`config.mk`:
```
export PLATFORM = sky130hd
export DESIGN_NAME = dram_arbiter
export DESIGN_NICKNAME = d
export VERILOG_FILES = /design/src/rtl/dram_arbiter.sv
export SDC_FILE = /design/constraint.sdc
export NUM_CORES = 1
export LEC_CHECK = 0
export BUFFER_PORTS_ARGS = -buffer_cell sky130_fd_sc_hd__buf_2
export CORE_AREA = 2 2 82 84
export CTS_CLUSTER_DIAMETER = 60
export DETAILED_ROUTE_END_ITERATION = 6
export DIE_AREA = 0 0 84 86
export GPL_TIMING_DRIVEN = 0
export PLACE_DENSITY_LB_ADDON = 0.15
export SLEW_MARGIN = 15
export SYNTH_ARGS = -nofsm -noshare
export SYNTH_HDL_FRONTEND = slang
export SYNTH_SLANG_ARGS = --single-unit
```
`constraint.sdc`:
```
create_clock -name clk -period 2.8 [get_ports clk]
set_clock_uncertainty 0.2 [all_clocks]
set_input_delay 0.14 -clock clk [delete_from_list [all_inputs] [get_ports clk]]
set_output_delay 0.14 -clock clk [all_outputs]
set_load 0.1 [all_outputs]
```
`src/rtl/dram_arbiter.sv`:
```
// rtl/dram_arbiter.sv - single-port DRAM arbiter for icache refill and dcache refill/writeback
//
// Runs one aligned cache-line burst at a time on the DRAM port, steers beats
// to/from the granted cache and raises transfer_in_progress while busy.
//
// Ports:
//   clk, reset              clock, synchronous active-high reset
//   ic_req/ic_addr          icache line-read request and miss address
//   ic_grant/ic_done        one-cycle pulses at burst start / completion
//   ic_rvalid/ic_rdata      read beat towards the icache
//   dc_req/dc_we/dc_addr    dcache request (we=1 writeback, we=0 read)
//   dc_wdata/dc_wready      write beat source and its consume strobe
//   dc_grant/dc_done        one-cycle pulses at burst start / completion
//   dc_rvalid/dc_rdata      read beat towards the dcache
//   mem_*                   DRAM controller side, one beat per mem_ack
//   transfer_in_progress    high whenever the arbiter is not idle
//
// Configuration macro: DRAM_ARB_ROUND_ROBIN_EN
//   defined   - ties go to the side not served last
//   undefined - fixed priority, dcache wins ties

module dram_arbiter #(
    parameter int ADDR_W    = 12,
    parameter int DATA_W    = 32,
    parameter int BURST_LEN = 4
) (
    input  logic              clk,
    input  logic              reset,
    input  logic              ic_req,
    input  logic [ADDR_W-1:0] ic_addr,
    output logic              ic_grant,
    output logic              ic_rvalid,
    output logic [DATA_W-1:0] ic_rdata,
    output logic              ic_done,
    input  logic              dc_req,
    input  logic              dc_we,
    input  logic [ADDR_W-1:0] dc_addr,
    input  logic [DATA_W-1:0] dc_wdata,
    output logic              dc_wready,
    output logic              dc_grant,
    output logic              dc_rvalid,
    output logic [DATA_W-1:0] dc_rdata,
    output logic              dc_done,
    output logic              mem_req,
    output logic              mem_we,
    output logic [ADDR_W-1:0] mem_addr,
    output logic [DATA_W-1:0] mem_wdata,
    input  logic              mem_ack,
    input  logic [DATA_W-1:0] mem_rdata,
    output logic              transfer_in_progress
);

    localparam int BW  = $clog2(BURST_LEN);
    localparam int OFF = BW + 2;
    localparam logic [BW-1:0] LAST_BEAT = BW'(BURST_LEN - 1);

    typedef enum logic [1:0] {
        IDLE,
        IC_BURST,
        DC_BURST,
        DONE
    } state_t;

    state_t            state, state_next;
    logic [BW-1:0]     beat, beat_next;
    logic [ADDR_W-1:0] base, base_next;
    logic              we_r, we_next;
    logic              dc_served, dc_served_next;
    logic              ic_grant_r, ic_grant_next;
    logic              dc_grant_r, dc_grant_next;
    logic              pick_dc;

`ifdef DRAM_ARB_ROUND_ROBIN_EN
    // 1 = dcache was granted most recently; reset means "icache served last".
    logic last_dc, last_dc_next;

    always_comb begin
        pick_dc = dc_req && (!ic_req || !last_dc);
    end

    always_ff @(posedge clk) begin
        if (reset) begin
            last_dc <= 1'b0;
        end else begin
            last_dc <= last_dc_next;
        end
    end
`else
    always_comb begin
        pick_dc = dc_req;
    end
`endif

    always_ff @(posedge clk) begin
        if (reset) begin
            state      <= IDLE;
            beat       <= '0;
            base       <= '0;
            we_r       <= 1'b0;
            dc_served  <= 1'b0;
            ic_grant_r <= 1'b0;
            dc_grant_r <= 1'b0;
        end else begin
            state      <= state_next;
            beat       <= beat_next;
            base       <= base_next;
            we_r       <= we_next;
            dc_served  <= dc_served_next;
            ic_grant_r <= ic_grant_next;
            dc_grant_r <= dc_grant_next;
        end
    end

    always_comb begin
        state_next     = state;
        beat_next      = beat;
        base_next      = base;
        we_next        = we_r;
        dc_served_next = dc_served;
        ic_grant_next  = 1'b0;
        dc_grant_next  = 1'b0;
`ifdef DRAM_ARB_ROUND_ROBIN_EN
        last_dc_next   = last_dc;
`endif
        case (state)
            IDLE: begin
                if (ic_req || dc_req) begin
                    beat_next      = '0;
                    dc_served_next = pick_dc;
`ifdef DRAM_ARB_ROUND_ROBIN_EN
                    last_dc_next   = pick_dc;
`endif
                    if (pick_dc) begin
                        state_next    = DC_BURST;
                        base_next     = {dc_addr[ADDR_W-1:OFF], {OFF{1'b0}}};
                        we_next       = dc_we;
                        dc_grant_next = 1'b1;
                    end else begin
                        state_next    = IC_BURST;
                        base_next     = {ic_addr[ADDR_W-1:OFF], {OFF{1'b0}}};
                        we_next       = 1'b0;
                        ic_grant_next = 1'b1;
                    end
                end
            end
            IC_BURST, DC_BURST: begin
                if (mem_ack) begin
                    if (beat == LAST_BEAT) begin
                        beat_next  = '0;
                        state_next = DONE;
                    end else begin
                        beat_next = beat + 1'b1;
                    end
                end
            end
            DONE: begin
                state_next = IDLE;
            end
            default: begin
                state_next = IDLE;
            end
        endcase
    end

    // Data paths are gated by state so every output is 0 outside a burst,
    // including while reset holds the arbiter idle.
    logic in_burst, ic_side, dc_rd_side, dc_wr_side;

    always_comb begin
        in_burst   = (state == IC_BURST) || (state == DC_BURST);
        ic_side    = (state == IC_BURST);
        dc_rd_side = (state == DC_BURST) && !we_r;
        dc_wr_side = (state == DC_BURST) && we_r;

        mem_req    = in_burst;
        mem_we     = in_burst && we_r;
        mem_addr   = in_burst ? (base + ADDR_W'({beat, 2'b00})) : '0;
        mem_wdata  = dc_wr_side ? dc_wdata : '0;

        ic_grant   = ic_grant_r;
        ic_rvalid  = ic_side && mem_ack;
        ic_rdata   = ic_side ? mem_rdata : '0;
        ic_done    = (state == DONE) && !dc_served;

        dc_grant   = dc_grant_r;
        dc_rvalid  = dc_rd_side && mem_ack;
        dc_rdata   = dc_rd_side ? mem_rdata : '0;
        dc_wready  = dc_wr_side && mem_ack;
        dc_done    = (state == DONE) && dc_served;

        transfer_in_progress = (state != IDLE);
    end

endmodule

```
==> out/qor.yml, run 1 <==
cts.root.buffer_cell: "clkbuf_8"
worst-path-buf-inv: 3
yosysUniqueCellTypes: 29
viasPerCell: 4.32
endpoint_kind: "output pin"
rows: 29
numCtsBuffers: 3
fin_cells: 494
dieArea_um2: 7220
synth_seq_cells: 16
finalSetupTns_ps: 0
worstMarginPinSlew_ps: 516
nets: 518
syn_area_um2: 1550
area_growth_pct: 78.8
place_inst: 489
clock_sinks: 16
avgSynthCellArea_um2: 7.33
pwr_density_cell_nw_per_um2: 1200
slew_headroom_pct: 65.8
startpoint_type: "flip-flop"
grt_use_total_pct: 16.2
clkTransAtPathRegs_ps: 60
multi_input_area_um2: 1140
gr-total-overflow: 0
wl_per_cell_um: 12.4
grt_pass1_vias: 1965
drtIter0Drc: 49
ys.flop_type: "dfxtp_1"
synthCells: 212
final-setup-viol-count: 0
slowest_delay_ps: 340
clk_latency_ps: 240
holdCritPathClass: "input pin to flip-flop"
top_level_ports: 212
period_needed_ps: 2490
vdd_drop_max_mv: 0.754
drv_cap: 0
fillers: 681
final_cell_mix: "172 x buf_2, 77 x and2_1, 33 x and3_1"
htree_num_levels: 1
place_congestion: 0.851
synth_area_leaders: "and2_1 31%, dfxtp_1 21%, and3_1 13%, mux2i_1 5.8%, ha_1 4.8%"
yosysWarnings: 0
drv_slew: 0
seq_area_frac_synth_pct: 20.6
drtPass1Iterations: 4
dieWidth_um: 84
arrival_ps: 2150
vias: 2134
crit_family: "buffers and inverters"
fp.coreArea_um2: 6280
max_clock_freq_ghz: 0.402
layout.cells.most_common: "buf_2"
antenna_found_initial: 2
critPathMaxFanout: 10
dpl-instance-area_um2: 2650
initial_utilization_pct: 24.8
cts_buffer_depth: 2
portBuffers: 199
yosysTopAreaCell: "and2_1"
postLayoutCellArea_um2: 2780
async_flop_share_pct: 0
cts_setup_buffers: 0
fp.dieH_um: 86
rsz0062_at_grt: "false"
grt_pass1_wl_mm: 9.63
drive_gt1_share_pct: 50.2
period_share_pct: 88.9
ant_nets: 0
cts_tree: "built"
slowest_stage: "dfxtp_1"
hold_viol_final: 0
seq_area_um2: 320
synth_edf_count: 0
crit_type: "flip-flop to output pin"
wl_mm: 6.11
synth_top_area_share_pct: 31.0
status: "finished, final reports clean"
grt_max_degree: 11
drc: 0
crit_required_ps: 2460
critical_path.cell_chain: "inv_1 -> ha_1 -> nor2b_1 -> clkbuf_1 -> and2_1 -> clkbuf_4"
leakagePower_nw: 1.77
hpwl_mm: 5.33
metal layers:
layer  GRT usage [%]  wire length (µm)
met5               0                 7
met2            30.0              3190
met4            6.30               163
met1            18.2              2280
met3            3.18               468
timing repair:
| action | in CTS | in global routing |
|---|---|---|
| hold buffers | 1 | 0 |
| endpoints found under the setup margin | 0 | 30 |
| endpoints found under the hold margin | 1 | 0 |
| resized for setup | 0 | 30 |
report_power, final:
| group | total [mW] | leakage, nW | internal (mW) | switching [mW] |
|---|---|---|---|---|
| registers | 0.323 | 0.132 | 0.289 | 0.0345 |
| logic | 2.86 | 1.61 | 0.507 | 2.35 |
| clock network | 0.169 | 0.0216 | 0.0952 | 0.0736 |
final timing paths:
| path | slack, ps | startpoint | depth (start not counted) | end |
|---|---|---|---|---|
| min reg2reg | 270 | dc_served$_SDFFE_PP0P_ | 2 | dc_served$_SDFFE_PP0P_ |
| min | 30 | ic_addr[4] | 3 | base[4]$_SDFFE_PP0P_ |
| max | 310 | state[0]$_SDFFE_PP0P_ | 6 | dc_rdata[16] |
| max reg2reg | 880 | state[0]$_SDFFE_PP0P_ | 5 | state[1]$_SDFFE_PP0P_ |
flip-flops by register name, indices dropped and copies added, names as in the netlist:
| register | flops |
|---|---|
| dc_grant | 1 |
| dc_served | 1 |
| state | 2 |
| base | 8 |
| beat | 2 |
| ic_grant | 1 |
| we_r | 1 |
synthesized netlist by cell type, types with 2 or more instances:
library cell,count
and2_1,77
and3_1,33
dfxtp_1,16
clkbuf_1,15
nor2_1,10
mux2i_1,9
a211oi_1,8
ha_1,6
a21oi_1,5
nand2_1,4
o21ai_0,4
buf_2,3
inv_1,3
buf_4,2
nand2b_1,2
nor2b_1,2
metrics by stage:
stage                     utilization (%)  hold WS [ps]  worst slack, ps  power [mW]
after detailed placement             42.2           221              454        3.16
after global placement               42.2           225              472        3.16
after floorplan                         -           107             46.9        2.73
after CTS                            43.0          20.9              173        3.33
final                                44.3          26.4              311        3.35
after global routing                 44.3          39.4             53.9        3.52
cell families (layout without fill, tap and decap cells):
kind of cell	Yosys count	after routing	synth area share [%]
AOI/OAI and AO/OA	22	22	9.50
muxes	9	9	5.80
other	1	3	0.241
adders and majority gates	6	6	4.83
DFF	16	16	20.6
and+or+nand+nor	135	135	52.7
buffers and inverters	23	226	6.28
cell type report:
cell class / count / share of cell area [%]
sequential: 16 / 11.5
antenna: 1 / 0.0900
tap: 77 / 3.47
inverter: 3 / 0.405
clock buffer: 3 / 1.49
multi-input combinational: 174 / 41.0
timing repair buffer: 200 / 38.9
buffer: 20 / 3.11
tightest hold or removal path: stages:
cell and delay, ps:
buf_2 90, mux2i_1 110, a211oi_1 80
No activity file was read; power rests on OpenSTA's default activity.
==> inputs of run 2 (changes only) <==
--- a/config.mk
+++ b/config.mk
@@ -5,11 +5,12 @@
 export SDC_FILE = /design/constraint.sdc
 export NUM_CORES = 1
 export LEC_CHECK = 0
+export ABC_AREA = 1
 export BUFFER_PORTS_ARGS = -buffer_cell sky130_fd_sc_hd__buf_2
-export CORE_AREA = 2 2 82 84
+export CORE_AREA = 2 2 83 85
 export CTS_CLUSTER_DIAMETER = 60
 export DETAILED_ROUTE_END_ITERATION = 6
-export DIE_AREA = 0 0 84 86
+export DIE_AREA = 0 0 85 87
 export GPL_TIMING_DRIVEN = 0
 export PLACE_DENSITY_LB_ADDON = 0.15
 export SLEW_MARGIN = 15
==> run 2 against run 1 <==
  * Fmax increased by 6.9%
  * Worst hold slack lost 14 ps
  * Wire length grew 5.6%
  * Global-route usage is 0.82 points lower
  * Core utilization up 0.93 points
  * Synthesized cell count increased by 75%
==> out/qor.yml, run 2 <==
layout.cells.most_common: "buf_2"
antenna_found_initial: 0  # -2
ys.flop_type: "dfxtp_1"
hpwl_mm: 5.47  # +2.5%
grt_pass1_wl_mm: 9.37  # -2.6%
min_from: "ic_addr[8]"
crit_required_ps: 2460  # about the same
avgSynthCellArea_um2: 4.80  # -35%
gr-total-overflow: 0  # unchanged
endpoint_kind: "output pin"
num_antenna_cells: 0  # -1
cts_buffer_depth: 2  # unchanged
cts.root.buffer_cell: "clkbuf_8"
final_cell_mix: "212 x buf_2, 119 x inv_1, 99 x nor2_1"
clk_latency_ps: 250  # about the same
top_level_ports: 212  # unchanged
synth_common_cells: "119 x inv_1, 99 x nor2_1, 86 x nand2_1"
drive_gt1_share_pct: 39.8  # -10 points
nets: 681  # +31%
holdPathEnd: "base[8]$_SDFFE_PP0P_"
yosysMostFrequentCell: "inv_1"
htree_num_levels: 1  # unchanged
period_share_pct: 83.2  # -5.7 points
fp.coreArea_um2: 6570  # +4.6%
area_growth_pct: 66.4
numCtsBuffers: 3  # unchanged
cts_tree: "built"
yosysWarnings: 0  # unchanged
dieArea_um2: 7400  # +2.4%
synthCells: 372  # +75%
viasPerCell: 3.90  # -9.6%
rr_startpoint: "state[0]$_SDFFE_PP0P_"
wl_per_cell_um: 9.78  # -21%
fp.dieH_um: 87  # +1.2%
drv_cap: 0  # unchanged
critPathMaxFanout: 10  # unchanged
vias: 2576  # +21%
rows: 30  # +3.4%
period_needed_ps: 2330  # -160 ps
hold_buffers: 2  # +1
grt_pass1_vias: 2055  # +4.6%
timing.rr.end: "we_r$_SDFFE_PP0P_"
rr_worst_depth: 7  # +2
ant_nets: 0  # unchanged
holdCritPathClass: "input pin to flip-flop"
grt_use_total_pct: 15.3  # -0.82 points
finalSetupTns_ps: 0  # unchanged
initial_utilization_pct: 27.2  # +2.4 points
largest_reg_flops: 8  # unchanged
synth_edf_count: 0  # unchanged
cts_resized: 0  # unchanged
yosysTopAreaCell: "inv_1"
cts_setup_buffers: 0  # unchanged
top_regs: "base x8, beat x2, state x2"
reg2reg_slack_ps: 780  # -100 ps
synth_area_leaders: "inv_1 25%, nor2_1 21%, nand2_1 18%, dfxtp_1 18%, ha_1 4.2%"
final-setup-viol-count: 0  # unchanged
wl_mm: 6.45  # +5.6%
place_congestion: 0.877  # +3.1%
top_register: "base"
synth_seq_cells: 16  # unchanged
startpoint_type: "flip-flop"
arrival_ps: 1990  # -160 ps
crit_type: "flip-flop to output pin"
seq_area_frac_synth_pct: 18.0  # -2.7 points
syn_area_um2: 1780  # +15%
drtIter0Drc: 54  # +10%
yosysUniqueCellTypes: 19  # -34%
portBuffers: 201  # +1.0%
clkTransAtPathRegs_ps: 60  # about the same
status: "finished, final reports clean"
rsz0062_at_grt: "false"
synth_top_area_share_pct: 25.0  # -6.0 points
drc: 0  # unchanged
drv_slew: 0  # unchanged
drtPass1Iterations: 4  # unchanged
clock_sinks: 16  # unchanged
dieWidth_um: 85  # +1.2%
hold_viol_final: 0  # unchanged
max_clock_freq_ghz: 0.429  # +6.9%
async_flop_share_pct: 0  # unchanged
grt_max_degree: 11  # unchanged
holdPathStages: 5  # +2
-- run 2: cell types whose count changed in the layout (fill, tap and decap cells not counted), moves of 13 or more --
cell      previous run  this run
and3_1              33         0
inv_1                3       119
clkbuf_1            15         2
clkbuf_4            30         0
nor2_1              10        99
buf_2              172       212
and2_1              77         0
nand2_1              4        86
-- run 2: how the worst max path moves through the flow --
| stage | start | endpoint | cells past startpoint |
|---|---|---|---|
| after CTS | state[0]$_SDFFE_PP0P_ | mem_addr[11] | 7 |
| after global placement | state[0]$_SDFFE_PP0P_ | mem_addr[9] | 7 |
| after floorplan | state[0]$_SDFFE_PP0P_ | mem_addr[2] | 6 |
| after detailed placement | state[0]$_SDFFE_PP0P_ | mem_addr[11] | 7 |
| final | state[0]$_SDFFE_PP0P_ | mem_addr[6] | 7 |
| after global routing | state[1]$_SDFFE_PP0P_ | ic_rdata[4] | 7 |
-- run 2: cell families (layout without fill, tap and decap cells) --
group                    Yosys count  count (layout)  synth area share (%)
other                              1               2                 0.210
buffers and inverters            142             349                  31.9
AO/OA/AOI/OAI                     13              13                  4.00
AND/OR/NAND/NOR                  194             194                  41.7
adder cells (fa/ha/maj)            6               6                  4.21
flip-flops                        16              16                  18.0
-- run 2: per-layer routing --
layer  part of all wire, %  vias to the layer above  wire length, µm  GRT usage, %
met5                     0                        -                0             0
met3                   7.2                        4              462          2.37
met2                    50                       91             3250          29.0
li1                      -                     1410                -             -
met4                  0.51                        0               33          3.32
met1                    42                     1071             2710          18.2
-- run 2: metrics by stage --
stage	cell area, µm²	instances	utilization [%]	worst slack, ps	hold slack, ps
2_1_floorplan	1790	373	-	23.1	9.07
3_3_place_gp	2890	654	44.1	727	178
3_5_place_dp	2890	654	44.1	702	181
4_1_cts	2970	660	45.2	424	15.3
5_1_grt	2970	660	45.2	322	35.3
6_report	2970	660	45.2	471	12.3
-- run 2: cell type report --
type                            count  area (µm²)
Fill cell                         753        3600
Tap cell                           80         100
Clock buffer                        4        55.1
Multi-Input combinational cell    215         898
Inverter                          125         469
Timing Repair Buffer              203        1030
Sequential cell                    16         320
Buffer                             17         100
-- run 2: critical path, cell delays in order (launching register included) --
cell and delay (ps):
dfxtp_1 370, inv_1 90, ha_1 290, buf_2 190, buf_2 240, nand2_1 70
inv_1 60, buf_2 420
Power of run 2 is not shown: default switching activity piles up to over one toggle a cycle in this logic, so the estimate is an artifact.
==> inputs of run 3 (changes only) <==
==> constraint.sdc (replaced) <==
create_clock -name clk -period 1.9 [get_ports clk]
set_clock_uncertainty 0.2 [all_clocks]
set_input_delay 0.095 -clock clk [delete_from_list [all_inputs] [get_ports clk]]
set_output_delay 0.095 -clock clk [all_outputs]
set_load 0.1 [all_outputs]
==> run 3 against run 2 <==
  * Setup slack worse by 440 ps
  * Critical path type unchanged
  * Wire length up 21%
  * Clock-buffer cell count unchanged
  * Via count up 10%
  * Final area up 56%
  * Global-route usage up 1.8 points
  * Worst hold slack worse by 1.9 ps
==> out/qor.yml, run 3 (same netlist as run 2, synthesis figures left out) <==
drc: 0  # unchanged
grt_max_degree: 11  # unchanged
top_level_ports: 212  # unchanged
drv_cap: 0  # unchanged
num_antenna_cells: 0  # unchanged
numCtsBuffers: 3  # unchanged
final-setup-viol-count: 0  # unchanged
drv_slew: 0  # unchanged
clkTransAtPathRegs_ps: 60  # about the same
period_share_pct: 98.6
crit_required_ps: 1600  # -860 ps
place_congestion: 0.779  # -11%
wl_per_cell_um: 11.5  # +18%
rsz0062_at_grt: "true"
clk_latency_ps: 250  # about the same
cts_buffer_depth: 2  # unchanged
startpoint_type: "flip-flop"
area_growth_pct: 159
postLayoutCellArea_um2: 4630  # +56%
arrival_ps: 1580  # -410 ps
max_clock_freq_ghz: 0.534
vdd_drop_max_mv: 1.31
cts_tree: "built"
nets: 696  # +2.2%
htree_num_levels: 1  # unchanged
period_needed_ps: 1870
drive_gt1_share_pct: 53.4  # +14 points
clock_sinks: 16  # unchanged
pwr_density_cell_nw_per_um2: 1830
place_inst: 654  # unchanged
fp.dieH_um: 87  # unchanged
ant_nets: 0  # unchanged
drtIter0Drc: 62  # +15%
cts.root.buffer_cell: "clkbuf_8"
top_register: "base"
largest_reg_flops: 8  # unchanged
gr-total-overflow: 0  # unchanged
hold_viol_final: 0  # unchanged
fp.coreArea_um2: 6570  # unchanged
vias: 2839  # +10%
grt_pass1_wl_mm: 10.6  # +14%
top_regs: "base x8, beat x2, state x2"
initial_utilization_pct: 27.2  # unchanged
drtPass1Iterations: 4  # unchanged
antenna_found_initial: 0  # unchanged
endpoint_kind: "output pin"
layout.cells.most_common: "inv_1"
rows: 30  # unchanged
holdWs_ps: 10.4  # -1.88 ps
hpwl_mm: 5.59  # +2.2%
viasPerCell: 4.21  # +7.8%
dieArea_um2: 7400  # unchanged
critPathMaxFanout: 10  # unchanged
wl_mm: 7.78  # +21%
final_cell_mix: "106 x inv_1, 94 x buf_2, 80 x nand2_1"
crit_type: "flip-flop to output pin"
finalPower_mw: 8.45
holdCritPathClass: "input pin to flip-flop"
dieWidth_um: 85  # unchanged
leakagePower_nw: 2.64
grt_pass1_vias: 2385  # +16%
portBuffers: 201  # unchanged
status: "finished, final reports clean"
dpl-instance-area_um2: 3410  # +18%
fin_cells: 675  # +2.3%
grt_use_total_pct: 17.1  # +1.8 points
-- run 3: cell count changes in the layout (fill, tap and decap cells not counted), moves of 11 or more --
cell	previous run	this run
buf_6	2	48
nor2_4	0	60
buf_12	0	16
buf_2	212	94
clkinvlp_4	0	11
dlygate4sd3_1	2	15
buf_4	2	16
buf_8	0	41
inv_1	119	106
nor2_1	99	38
-- run 3: area by class of cell --
type                    count  area [µm²]
inverters                 125         513
fillers                   512        1940
clock buffers               4        55.1
well taps                  80         100
multi-input cells         215        1380
repair buffers            219        2070
plain buffers              16         178
flip-flops and latches     16         325
-- run 3: stage by stage --
step	utilization (%)	setup slack, ps	setup TNS, ps
floorplan	-	-322	-1930
global placement	51.9	-38.9	-1020
detailed placement	51.9	-22.5	-285
CTS	62.7	-79.9	-4510
global route	70.4	-63.8	-1950
finish	70.4	27.4	0
-- run 3: worst max-delay path, stage by stage (launching register included) --
cell and delay [ps]:
dfxtp_2 340, inv_2 90, ha_1 200, nand2_2 160
buf_8 220, nor2_4 110, buf_8 210
-- run 3: worst paths after layout --
check / cells after the start / endpoint / slack, ps / from
min reg2reg: 2 / base[5]$_SDFFE_PP0P_ / 280 / base[5]$_SDFFE_PP0P_
min: 5 / base[6]$_SDFFE_PP0P_ / 10 / dc_addr[6]
max: 6 / mem_wdata[12] / 30 / state[0]$_SDFFE_PP0P_
max reg2reg: 7 / we_r$_SDFFE_PP0P_ / 90 / state[0]$_SDFFE_PP0P_
-- run 3: power by group --
group / internal [mW] / switching (mW)
clock network: 0.184 / 0.119
registers: 0.462 / 0.0866
logic: 2.02 / 5.58
-- run 3: routing by layer --
metal  track usage (%)  wire (µm)
met3              4.17        631
met2              32.7       4210
met1              19.2       2770
met5                 0          0
met4              3.32        165
-- run 3: what timing repair did --
action                                 in CTS  in global routing
gates cloned                                0                  0
hold buffers                               15                  0
endpoints found under the hold margin      12                  0
setup buffers                               0                  3
resized for setup                         169                131
setup endpoints to repair                 105                108
